--- config.mk ---
export PLATFORM = sky130hd
export DESIGN_NAME = alu_control_seq
export DESIGN_NICKNAME = d
export VERILOG_FILES = /design/src/rtl/alu_control_seq.sv
export SDC_FILE = /design/constraint.sdc
export NUM_CORES = 1
export LEC_CHECK = 0
export BUFFER_PORTS_ARGS = -buffer_cell sky130_fd_sc_hd__clkbuf_2
export CORE_MARGIN = 3
export CORE_UTILIZATION = 50
export CTS_BUF_LIST = sky130_fd_sc_hd__clkbuf_8
export CTS_CLUSTER_DIAMETER = 50
export CTS_CLUSTER_SIZE = 30
export DETAILED_ROUTE_END_ITERATION = 6
export PLACE_DENSITY = 0.77
export SETUP_SLACK_MARGIN = 0.15
export SLEW_MARGIN = 20
export SYNTH_ARGS = -nofsm -noshare
export SYNTH_HDL_FRONTEND = slang
export SYNTH_SLANG_ARGS = --single-unit
--- constraint.sdc ---
create_clock -name clk -period 2.15 [get_ports clk]
set_clock_uncertainty 0.15 [all_clocks]
set_input_delay 0.1075 -clock clk [delete_from_list [all_inputs] [get_ports clk]]
set_output_delay 0.1075 -clock clk [all_outputs]
set_load 0.1 [all_outputs]
--- src/rtl/alu_control_seq.sv ---
// Registered ALU control decoder with valid/ready handshake and stall.
// Define ALU_CTRL_MEXT_EN to enable multi-cycle M-extension sequencing.
module alu_control_seq #(
    parameter int OP_W       = 5,
    parameter int MUL_CYCLES = 4,
    parameter int DIV_CYCLES = 32
) (
    input  logic            clk,
    input  logic            reset,
    input  logic            valid_i,
    output logic            ready_o,
    input  logic [6:0]      funct7_i,
    input  logic [2:0]      ALU_Op_i,
    input  logic [2:0]      funct3_i,
    output logic            valid_o,
    output logic [OP_W-1:0] ALU_Operation_o,
    output logic            stall_o,
    output logic            illegal_o
);

    localparam int MAXC = (MUL_CYCLES > DIV_CYCLES) ? MUL_CYCLES : DIV_CYCLES;
    localparam int CW   = (MAXC > 1) ? $clog2(MAXC) : 1;

    localparam logic [4:0] OP_ADD = 5'b00000;
    localparam logic [4:0] OP_SUB = 5'b00001;
    localparam logic [4:0] OP_OR  = 5'b00010;
    localparam logic [4:0] OP_SLL = 5'b00011;
    localparam logic [4:0] OP_SRL = 5'b00100;
    localparam logic [4:0] OP_LUI = 5'b00101;
    localparam logic [4:0] OP_AND = 5'b00110;
    localparam logic [4:0] OP_XOR = 5'b00111;
    localparam logic [4:0] OP_BEQ = 5'b01000;
    localparam logic [4:0] OP_BNE = 5'b01001;
    localparam logic [4:0] OP_BLT = 5'b01010;
    localparam logic [4:0] OP_BGE = 5'b01011;
    localparam logic [4:0] OP_JAL = 5'b01100;
    localparam logic [4:0] OP_SW  = 5'b01101;
    localparam logic [4:0] OP_SRA = 5'b01110;

    localparam logic [6:0] F7_BASE = 7'b0000000;
    localparam logic [6:0] F7_ALT  = 7'b0100000;
    localparam logic [6:0] F7_MEXT = 7'b0000001;

    typedef enum logic {
        IDLE,
        MULTI
    } state_t;

    state_t          state_q, state_d;
    logic [CW-1:0]   cnt_q, cnt_d;
    logic [OP_W-1:0] op_q, op_d;
    logic            ill_q, ill_d;
    logic            valid_q, valid_d;

    logic [4:0]      dec_op;
    logic            dec_ill;
    logic            dec_multi;
    logic [CW-1:0]   dec_lat;

    // Translate {funct7, ALU_Op, funct3} into an operation code.
    always_comb begin
        dec_op    = OP_ADD;
        dec_ill   = 1'b1;
        dec_multi = 1'b0;
        dec_lat   = '0;
        unique case (ALU_Op_i)
            3'b000: begin
                unique case (funct7_i)
                    F7_BASE: begin
                        dec_ill = 1'b0;
                        unique case (funct3_i)
                            3'b000: dec_op = OP_ADD;
                            3'b001: dec_op = OP_SLL;
                            3'b100: dec_op = OP_XOR;
                            3'b101: dec_op = OP_SRL;
                            3'b110: dec_op = OP_OR;
                            3'b111: dec_op = OP_AND;
                            default: dec_ill = 1'b1;
                        endcase
                    end
                    F7_ALT: begin
                        dec_ill = 1'b0;
                        unique case (funct3_i)
                            3'b000: dec_op = OP_SUB;
                            3'b101: dec_op = OP_SRA;
                            default: dec_ill = 1'b1;
                        endcase
                    end
                    F7_MEXT: begin
`ifdef ALU_CTRL_MEXT_EN
                        dec_ill = 1'b0;
                        dec_op  = {2'b10, funct3_i};
                        if (funct3_i[2]) begin
                            dec_multi = (DIV_CYCLES > 1);
                            dec_lat   = CW'(DIV_CYCLES - 1);
                        end else begin
                            dec_multi = (MUL_CYCLES > 1);
                            dec_lat   = CW'(MUL_CYCLES - 1);
                        end
`else
                        dec_ill = 1'b1;
`endif
                    end
                    default: dec_ill = 1'b1;
                endcase
            end
            3'b001: begin
                dec_ill = 1'b0;
                unique case (funct3_i)
                    3'b000: dec_op = OP_ADD;
                    3'b010: dec_op = OP_ADD;
                    3'b100: dec_op = OP_XOR;
                    3'b110: dec_op = OP_OR;
                    3'b111: dec_op = OP_AND;
                    3'b001: begin
                        dec_op  = OP_SLL;
                        dec_ill = (funct7_i != F7_BASE);
                    end
                    3'b101: begin
                        if (funct7_i == F7_BASE)
                            dec_op = OP_SRL;
                        else if (funct7_i == F7_ALT)
                            dec_op = OP_SRA;
                        else
                            dec_ill = 1'b1;
                    end
                    default: dec_ill = 1'b1;
                endcase
            end
            3'b010: begin
                dec_ill = 1'b0;
                dec_op  = OP_LUI;
            end
            3'b011: begin
                dec_ill = (funct3_i != 3'b010);
                dec_op  = OP_SW;
            end
            3'b100: begin
                dec_ill = 1'b0;
                unique case (funct3_i)
                    3'b000: dec_op = OP_BEQ;
                    3'b001: dec_op = OP_BNE;
                    3'b100: dec_op = OP_BLT;
                    3'b101: dec_op = OP_BGE;
                    default: dec_ill = 1'b1;
                endcase
            end
            3'b101: begin
                dec_ill = 1'b0;
                dec_op  = OP_JAL;
            end
            default: dec_ill = 1'b1;
        endcase
        // An illegal request always reports code 0 and never stalls.
        if (dec_ill) begin
            dec_op    = OP_ADD;
            dec_multi = 1'b0;
            dec_lat   = '0;
        end
    end

    assign ready_o = (state_q == IDLE) & ~reset;

    // Next-state and output-register logic for the accept/stall sequence.
    always_comb begin
        state_d = state_q;
        cnt_d   = cnt_q;
        op_d    = op_q;
        ill_d   = ill_q;
        valid_d = 1'b0;
        unique case (state_q)
            IDLE: begin
                if (valid_i && ready_o) begin
                    op_d  = OP_W'(dec_op);
                    ill_d = dec_ill;
                    if (dec_multi) begin
                        state_d = MULTI;
                        cnt_d   = dec_lat;
                    end else begin
                        valid_d = 1'b1;
                    end
                end
            end
            MULTI: begin
                if (cnt_q == '0) begin
                    state_d = IDLE;
                    valid_d = 1'b1;
                end else begin
                    cnt_d = cnt_q - 1'b1;
                end
            end
            default: state_d = IDLE;
        endcase
    end

    // State, counter and registered outputs; reset aborts any operation.
    always_ff @(posedge clk) begin
        if (reset) begin
            state_q <= IDLE;
            cnt_q   <= '0;
            op_q    <= '0;
            ill_q   <= 1'b0;
            valid_q <= 1'b0;
        end else begin
            state_q <= state_d;
            cnt_q   <= cnt_d;
            op_q    <= op_d;
            ill_q   <= ill_d;
            valid_q <= valid_d;
        end
    end

`ifdef ALU_CTRL_MEXT_EN
    assign stall_o = (state_q == MULTI);
`else
    assign stall_o = 1'b0;
`endif

    assign valid_o         = valid_q;
    assign ALU_Operation_o = op_q;
    assign illegal_o       = ill_q;

endmodule

==> metrics.txt, run 1 <==
I/O Buffers=22; area delta synth->final=18.5%; Worst setup SP type=flop; clk slew on worst S/H paths=0.05 ns; DR DRC count=0; final setup fails=0; root buf cell=clkbuf_8; top-area cell type share of the netlist area=0.275; commonest non-fill, non-tap cell in the layout=clkbuf_2; Remaining Overflow, GRT=0; P_sw=203 µW; Synth Area in Compound Gates=0.248; post-synthesis register bit count=12; WL per Instance=13.5 µm; Final min period=1.83 ns; Post-synth EDFFs=0; CTS tree=yes; Final GP Congestion=0.856; CP max FO=5; post-synthesis simple-gate area fraction=0.301; Final Cycle Share=0.853; Vias=861; total negative slack=0 ns; ANT nets after route=0; WS Path Type=reg -> reg; fraction of final layout cells sized beyond drive strength 1=0.287; Clock Power Share=0.386; GR Util All Layers=0.194; Final Hold Viols=0; total power draw=633 µW; initial antenna violation count=0; commonest non-fill, non-tap cells in the layout=clkbuf_2, nor2_1, dfxtp_1; vias in the first global route=696; final hold slack=0.0704 ns; DIE AREA=2280 µm²; XOR/XNOR Fraction of Synth Area=0.0502; first-pass GRT wire length=3.11 mm; die height=47.8 µm; main combinational cell family by area after synthesis=simple AND/OR/NAND/NOR gates; num rows=14; Static Leakage=0.431 nW; worst vdd ir=0.590 mV; core area=1580 µm²; internal cell power=430 µW; Adder-Cell Fraction of Synth Area=0.0143; largest net degree at the start of global routing=14; RSZ-0062 raised after global routing=no; clk_lat worst skew=0.24 ns; Post-Place Cell Area=962 µm²; Synth cell types=48; mapped cell area=872 µm²; mux cell area share after synthesis=0.0115; mean area per synthesized cell=8.00 µm²; Sequential Area=240 µm²; Main synth FF type=dfxtp_1; area of the multi-input gates=564 µm²; drt pass-1 iters=4; Via density=5.94; routed wire length=1.96 mm; worst min path class=in -> reg; sequential power share=0.364; Layout Nets=147; MaxCap Viol Count=0; Max Freq=545 MHz; post-synthesis sequential area ratio=0.275; required time of the critical path=2.13 ns; total clock sinks=12; Worst-Margin Slew=0.544 ns; Post-CTS Setup Inserts=0; CTS Buf Count=3; First DRT Iteration DRCs=32; io pins=25; n_diodes=0; combinational fraction of design power=0.250; Chip Width=47.8 µm; cell area power density=612 nW/µm²; Yosys warning count=0; fillers=134; cells after synthesis=109; Final HPWL DP=1.42 mm; asr flop ratio synth=0; fin area=1030 µm²; CTS Buffer Depth=2; Switching Fraction=0.320; status=finished, final reports clean; Worst setup EP type=flop; dominant cell type by area after synthesis=dfxtp_1; Worst Path Arrival=1.81 ns; Layout Utilization=0.656; largest cells by area after synthesis=dfxtp_1, nor2_1, a21oi_1; max_slew headroom=0.639; Slew Viols, Final=0; H-tree depth=1; Initial Util=0.553
[per-stage QoR]
step	worst slack, ns	instances
after floorplan	0.183	110
after global placement	0.378	140
after detailed placement	0.336	140
after CTS	0.304	145
after global routing	0.212	145
final	0.316	145
[synth_stat cells (2+ instances only)]
master / instances
a211oi_1: 3
a21oi_1: 7
a31oi_1: 2
a41oi_1: 2
buf_2: 3
buf_4: 4
dfxtp_1: 12
inv_1: 9
nand2_1: 5
nand2_2: 2
nor2_1: 13
nor3_1: 2
nor4_1: 2
nor4b_1: 2
o21ai_0: 5
xnor2_1: 2
xor2_1: 3
[flip-flops by register name, summed over array words and instances, names as in the netlist]
name	flops
ALU_Operation_o	4
illegal_o	1
valid_o	1
state_q	1
cnt_q	5
[layout make-up]
type                    count  area share
clock buffers               4      0.0533
inverters                   9      0.0327
multi-input cells          81       0.546
flip-flops and latches     12       0.232
well taps                  16      0.0194
repair buffers             23       0.116
[repair_timing]
item / in CTS / in global routing
hold endpoints to repair: 1 / 0
hold buffers: 1 / 0
gates resized for setup: 0 / 1
setup endpoints to repair: 0 / 1
[power groups by stage]
stage          clock network, mW  logic (mW)  registers, mW
3_5_place_dp                   0       0.155          0.235
6_report                   0.244       0.158          0.231
4_1_cts                    0.251       0.157          0.230
3_3_place_gp                   0       0.153          0.235
2_1_floorplan                  0      0.0867          0.274
5_1_grt                    0.261       0.168          0.231
[routing by layer]
layer | wire (µm) | global-route usage | part of all wire
met1 | 854 | 0.274 | 0.44
met2 | 920 | 0.290 | 0.47
met3 | 155 | 0.0451 | 0.079
met4 | 26 | 0.0645 | 0.013
met5 | 0 | 0 | 0
[critical path, cell delays in order (launching register included)]
cell	delay, ns
dfxtp_1	0.32
inv_1	0.06
ha_1	0.23
nor4b_2	0.18
nand2b_4	0.17
or4_1	0.42
xor2_1	0.15
nor2_1	0.05
[final timing paths]
kind	cells after the start	end	slack, ns	startpoint
max	7	cnt_q[3]	0.32	cnt_q[0]
min	2	state_q	0.07	reset
max reg2reg	7	cnt_q[3]	0.32	cnt_q[0]
min reg2reg	2	cnt_q[4]	0.30	cnt_q[4]
[cell families (layout without fill, tap and decap cells)]
family	after synthesis	in the layout
simple gates	41	41
flops	12	12
xor+xnor	5	5
buf+inv	17	36
fa+ha+maj	1	1
compound gates	31	31
mux	1	1
other cells	1	2
Power figures use the tool's default switching activity.
==> run 2, diff against run 1 <==
==> constraint.sdc (replaced) <==
create_clock -name clk -period 2.15 [get_ports clk]
set_clock_uncertainty 0.15 [all_clocks]
set_input_delay 0.3225 -clock clk [delete_from_list [all_inputs] [get_ports clk]]
set_output_delay 0.3225 -clock clk [all_outputs]
set_load 0.1 [all_outputs]
==> metrics.txt, run 2 (synthesis results as in run 1) <==
status=finished, final reports clean; Worst setup SP type=flop; Worst-Margin Slew=0.542 ns (-0.00147 ns); Final Hold Viols=0 (unchanged); initial antenna violation count=0 (unchanged); H-tree depth=1 (unchanged); worst min path class=in -> reg; WHS Path Cells=3 (+1); post-cts repair resize count=0 (unchanged); DIE AREA=2280 µm² (unchanged); clk_lat worst skew=0.23 ns (about the same); RSZ-0062 raised after global routing=no; io pins=25 (unchanged); worst vdd ir=0.576 mV (-2.4%); required time of the critical path=2.12 ns (about the same); Final Cycle Share=0.859 (+0.00639); First DRT Iteration DRCs=36 (+13%); ANT nets after route=0 (unchanged); Reg2Reg Capture Point=cnt_q[3]; area delta synth->final=15.9%; MaxCap Viol Count=0 (unchanged); Slew Viols, Final=0 (unchanged); largest net degree at the start of global routing=14 (unchanged); Chip Width=47.8 µm (unchanged); Post-CTS Hold Fix Bufs=0 (-1); clk slew on worst S/H paths=0.05 ns (about the same); final hold slack=0.241 ns (+0.170 ns); WS Path Type=reg -> reg; first-pass GRT wire length=3.08 mm (-1.1%); CTS Buffer Depth=2 (unchanged); Layout Nets=147 (unchanged); Remaining Overflow, GRT=0 (unchanged); vias in the first global route=734 (+5.5%); num rows=14 (unchanged); GR Util All Layers=0.186 (-0.00835); Post-CTS Setup Inserts=0 (unchanged); drt pass-1 iters=4 (unchanged); root buf cell=clkbuf_8; CTS Buf Count=3 (unchanged); top register by number of flip-flops=cnt_q; total negative slack=0 ns (unchanged); Max Freq=541 MHz (-0.74%); DR DRC count=0 (unchanged); r2r worst-path depth=7 (unchanged); WL per Instance=13.7 µm (+1.2%); Worst setup EP type=flop; core area=1580 µm² (unchanged); Final Non-Filler Cells=144 (-0.69%); placed cells=141 (+0.71%); Initial Util=0.553 (unchanged); total clock sinks=12 (unchanged); Vias=855 (-0.70%); Hold Path Origin=valid_i; Final HPWL DP=1.54 mm (+8.4%); I/O Buffers=22 (unchanged); final setup fails=0 (unchanged); max_slew headroom=0.640 (+0.000975); fraction of final layout cells sized beyond drive strength 1=0.281 (-0.00557); Static Leakage=0.422 nW (-2.2%); CTS tree=yes; Final min period=1.85 ns (+0.0137 ns); cell area power density=575 nW/µm² (-6.0%); die height=47.8 µm (unchanged); CP max FO=5 (unchanged); commonest non-fill, non-tap cells in the layout=clkbuf_2, nor2_1, dfxtp_1; Worst Path Arrival=1.82 ns (about the same); n_diodes=0 (unchanged); flop2flop setup slack=0.30 ns (about the same); Via density=5.94 (about the same); Worst R2R Start=cnt_q[0]; max reg flops=5 (unchanged); Final GP Congestion=0.884 (+3.3%); WHS Endpoint=valid_o; commonest non-fill, non-tap cell in the layout=clkbuf_2; routed wire length=1.97 mm (+0.51%)
run 2: changes by cell type in the layout (fill, tap and decap cells not counted), sizes merged:
cell,previous run,this run
buf,0,1
clkbuf,26,25
dlygate4sd3,1,0
run 2: report_power, final:
group	switching (mW)	total [mW]	internal [mW]
clock	0.0703	0.193	0.122
sequential	0.00256	0.231	0.229
combinational	0.118	0.158	0.0404
run 2: worst max path at each step:
stage / slack (ns) / end / depth (start not counted) / from
2_1_floorplan: 0.18 / ALU_Operation_o[1] / 5 / state_q
3_3_place_gp: 0.35 / cnt_q[3] / 7 / cnt_q[0]
5_1_grt: 0.15 / cnt_q[3] / 7 / cnt_q[0]
4_1_cts: 0.29 / cnt_q[3] / 7 / cnt_q[0]
3_5_place_dp: 0.31 / cnt_q[3] / 7 / cnt_q[0]
6_report: 0.30 / cnt_q[3] / 7 / cnt_q[0]
run 2: metal layers:
layer,vias to the layer above,track usage,share of wire
met1,397,0.251,0.45
met2,25,0.306,0.50
li1,433,-,-
met5,-,0,0
met3,0,0.0489,0.055
met4,0,0.0215,0
run 2: cell type report:
| class | instances | area, µm² |
|---|---|---|
| Sequential cell | 12 | 240 |
| Inverter | 9 | 33.8 |
| Fill cell | 144 | 566 |
| Multi-Input combinational cell | 81 | 558 |
| Timing Repair Buffer | 23 | 118 |
| Tap cell | 16 | 20.0 |
| Clock buffer | 3 | 41.3 |
run 2: through the flow:
stage / utilization / instance area (µm²) / setup WS, ns / power (mW)
final: 0.641 / 1010 / 0.302 / 0.582
after CTS: 0.641 / 1010 / 0.292 / 0.587
after floorplan: - / 881 / 0.183 / 0.361
after detailed placement: 0.615 / 970 / 0.308 / 0.392
after global placement: 0.615 / 970 / 0.354 / 0.390
after global routing: 0.641 / 1010 / 0.151 / 0.607
run 2: worst max-delay path: stages, from the launching register on:
cell,delay (ns)
dfxtp_1,0.32
inv_1,0.06
ha_1,0.23
nor4b_1,0.17
nand2b_4,0.17
or4_1,0.42
xor2_1,0.16
nor2_1,0.06
==> run 3, diff against run 2 <==
--- a/config.mk
+++ b/config.mk
@@ -5,6 +5,7 @@
 export SDC_FILE = /design/constraint.sdc
 export NUM_CORES = 1
 export LEC_CHECK = 0
+export ABC_AREA = 1
 export BUFFER_PORTS_ARGS = -buffer_cell sky130_fd_sc_hd__clkbuf_2
 export CORE_MARGIN = 3
 export CORE_UTILIZATION = 50
==> metrics.txt, run 3 <==
post-synthesis register bit count=12 (unchanged); CP max FO=5 (unchanged); Post-CTS Setup Inserts=0 (unchanged); routed wire length=2.00 mm (+1.8%); asr flop ratio synth=0 (unchanged); total clock sinks=12 (unchanged); WL per Instance=10.3 µm (-25%); Post-Place Cell Area=1010 µm² (+3.9%); I/O Buffers=22 (unchanged); core area=1590 µm² (+1.1%); Vias=957 (+12%); First DRT Iteration DRCs=29 (-19%); io pins=25 (unchanged); Remaining Overflow, GRT=0 (unchanged); dpl ws=0.524 ns (+0.216 ns); cell area power density=583 nW/µm² (+1.3%); DIE AREA=2340 µm² (+2.6%); Final HPWL DP=1.64 mm (+6.7%); Worst setup EP type=primary output; DR DRC count=0 (unchanged); CTS Buf Count=3 (unchanged); Worst-Margin Slew=0.545 ns (+0.00312 ns); CTS Buffer Depth=2 (unchanged); Final min period=1.65 ns (-0.198 ns); Slew Viols, Final=0 (unchanged); H-tree depth=1 (unchanged); mean area per synthesized cell=6.07 µm² (-24%); initial antenna violation count=0 (unchanged); worst min path class=in -> reg; post-cts repair resize count=0 (unchanged); fin area=1060 µm² (+5.1%); max_slew headroom=0.638 (-0.00207); CP delay by family, top=buffers and inverters; mapped cell area=898 µm² (+3.0%); Synth top cells by count=nand2_1, inv_1, nand3_1, dfxtp_1; GR Util All Layers=0.192 (+0.00645); Final GP Congestion=0.846 (-4.3%); required time of the critical path=1.68 ns (-0.44 ns); drt pass-1 iters=4 (unchanged); Initial Util=0.564 (+0.0104); commonest non-fill, non-tap cell in the layout=nand2_1; root buf cell=clkbuf_8; max reg flops=5 (unchanged); clk_lat worst skew=0.24 ns (about the same); Static Leakage=0.539 nW (+28%); most frequent cell after synthesis=nand2_1; worst setup margin=0.500 ns (+0.198 ns); Main synth FF type=dfxtp_1; total negative slack=0 ns (unchanged); commonest non-fill, non-tap cells in the layout=nand2_1, clkbuf_2, inv_1; final hold slack=0.251 ns (+0.00983 ns); fraction of final layout cells sized beyond drive strength 1=0.234 (-0.0473); Post-CTS Hold Fix Bufs=0 (unchanged); Worst Path Arrival=1.18 ns (-0.64 ns); Synth cell types=24 (-50%); status=finished, final reports clean; vias in the first global route=828 (+13%); post-synthesis sequential area ratio=0.267 (-0.00806); Max stage delay on crit path=0.46 ns (+0.04 ns); Hold Path Origin=reset; RSZ-0062 raised after global routing=no; area delta synth->final=18.2%; Worst setup SP type=flop; Final Hold Viols=0 (unchanged); num rows=14 (unchanged); Yosys warning count=0 (unchanged); top-area cell type share of the netlist area=0.267 (-0.00806); n_diodes=0 (unchanged); Via density=4.91 (-17%); CP bufs+invs=1 (unchanged); Max Freq=606 MHz (+12%); dominant cell type by area after synthesis=dfxtp_1; Final Cycle Share=0.767 (-0.0920); final setup fails=0 (unchanged); cells after synthesis=148 (+36%); Post-synth EDFFs=0 (unchanged); Chip Width=48.4 µm (+1.3%); MaxCap Viol Count=0 (unchanged); largest cells by area after synthesis=dfxtp_1, nand2_1, nand3_1; CP max stage cell=clkbuf_2; first-pass GRT wire length=3.51 mm (+14%); top register by number of flip-flops=cnt_q; Layout Nets=189 (+29%); CTS tree=yes; worst vdd ir=0.510 mV (-11%); WS Path Type=reg -> out; die height=48.4 µm (+1.3%); clk slew on worst S/H paths=0.05 ns (about the same); largest net degree at the start of global routing=10 (-4); Cell Chain, Critical Path=nor2_2 -> clkbuf_2; Crit. Startpoint=state_q; Worst R2R Start=cnt_q[0]; ANT nets after route=0 (unchanged)
==> run 3: changes by cell type after synthesis, sizes merged, moves of 3 or more <==
cell / delta
nand3: +17
nor4: -4
a21oi: +4
inv: +15
o21ai: +3
nand2: +37
buf: -3
xor2: -3
a211oi: -3
==> run 3: kinds of logic after synthesis <==
family / synth area share
buffers and inverters: 0.146
DFF: 0.267
AOI/OAI and AO/OA: 0.143
and+or+nand+nor: 0.425
other: 0.00417
adders and majority gates: 0.0139
==> run 3: cell type report <==
class                           count  area [µm²]
Multi-Input combinational cell    108         533
Tap cell                           24        30.0
Inverter                           25        93.8
Clock buffer                        4        55.1
Fill cell                         152         532
Sequential cell                    12         240
Timing Repair Buffer               22         110
==> run 3: per-layer routing <==
metal	track usage	routed length, µm
met1	0.250	957
met2	0.278	852
met3	0.0736	147
met4	0.0948	45
met5	0	0
==> run 3: stage by stage <==
step	cells	util	total power, mW
5_1_grt	195	0.666	0.654
6_report	195	0.666	0.619
3_3_place_gp	191	0.632	0.378
3_5_place_dp	191	0.632	0.380
2_1_floorplan	149	-	0.351
4_1_cts	195	0.666	0.628
==> run 3: worst register-to-register path: stages, from the launching register on <==
cell     delay [ns]
dfxtp_1        0.33
inv_1          0.06
ha_1           0.22
inv_1          0.06
nor3_1         0.04
nand2_1        0.08
nand2_1        0.07
inv_1          0.14
nand2_1        0.10
o21ai_0        0.13
nor3b_1        0.18
==> run 3: final timing paths <==
kind / endpoint / slack, ns / cells after the start
worst min-delay path: ALU_Operation_o[0] / 0.25 / 2
worst min register to register: cnt_q[4] / 0.31 / 2
worst max register to register: cnt_q[3] / 0.52 / 10
worst max-delay path: ready_o / 0.50 / 2
==> run 3: power breakdown <==
part           switching (mW)  leakage [nW]  internal, mW
sequential            0.00213        0.0974         0.227
combinational           0.113         0.413        0.0338
clock                  0.0817        0.0288         0.162
total                   0.196         0.539         0.423
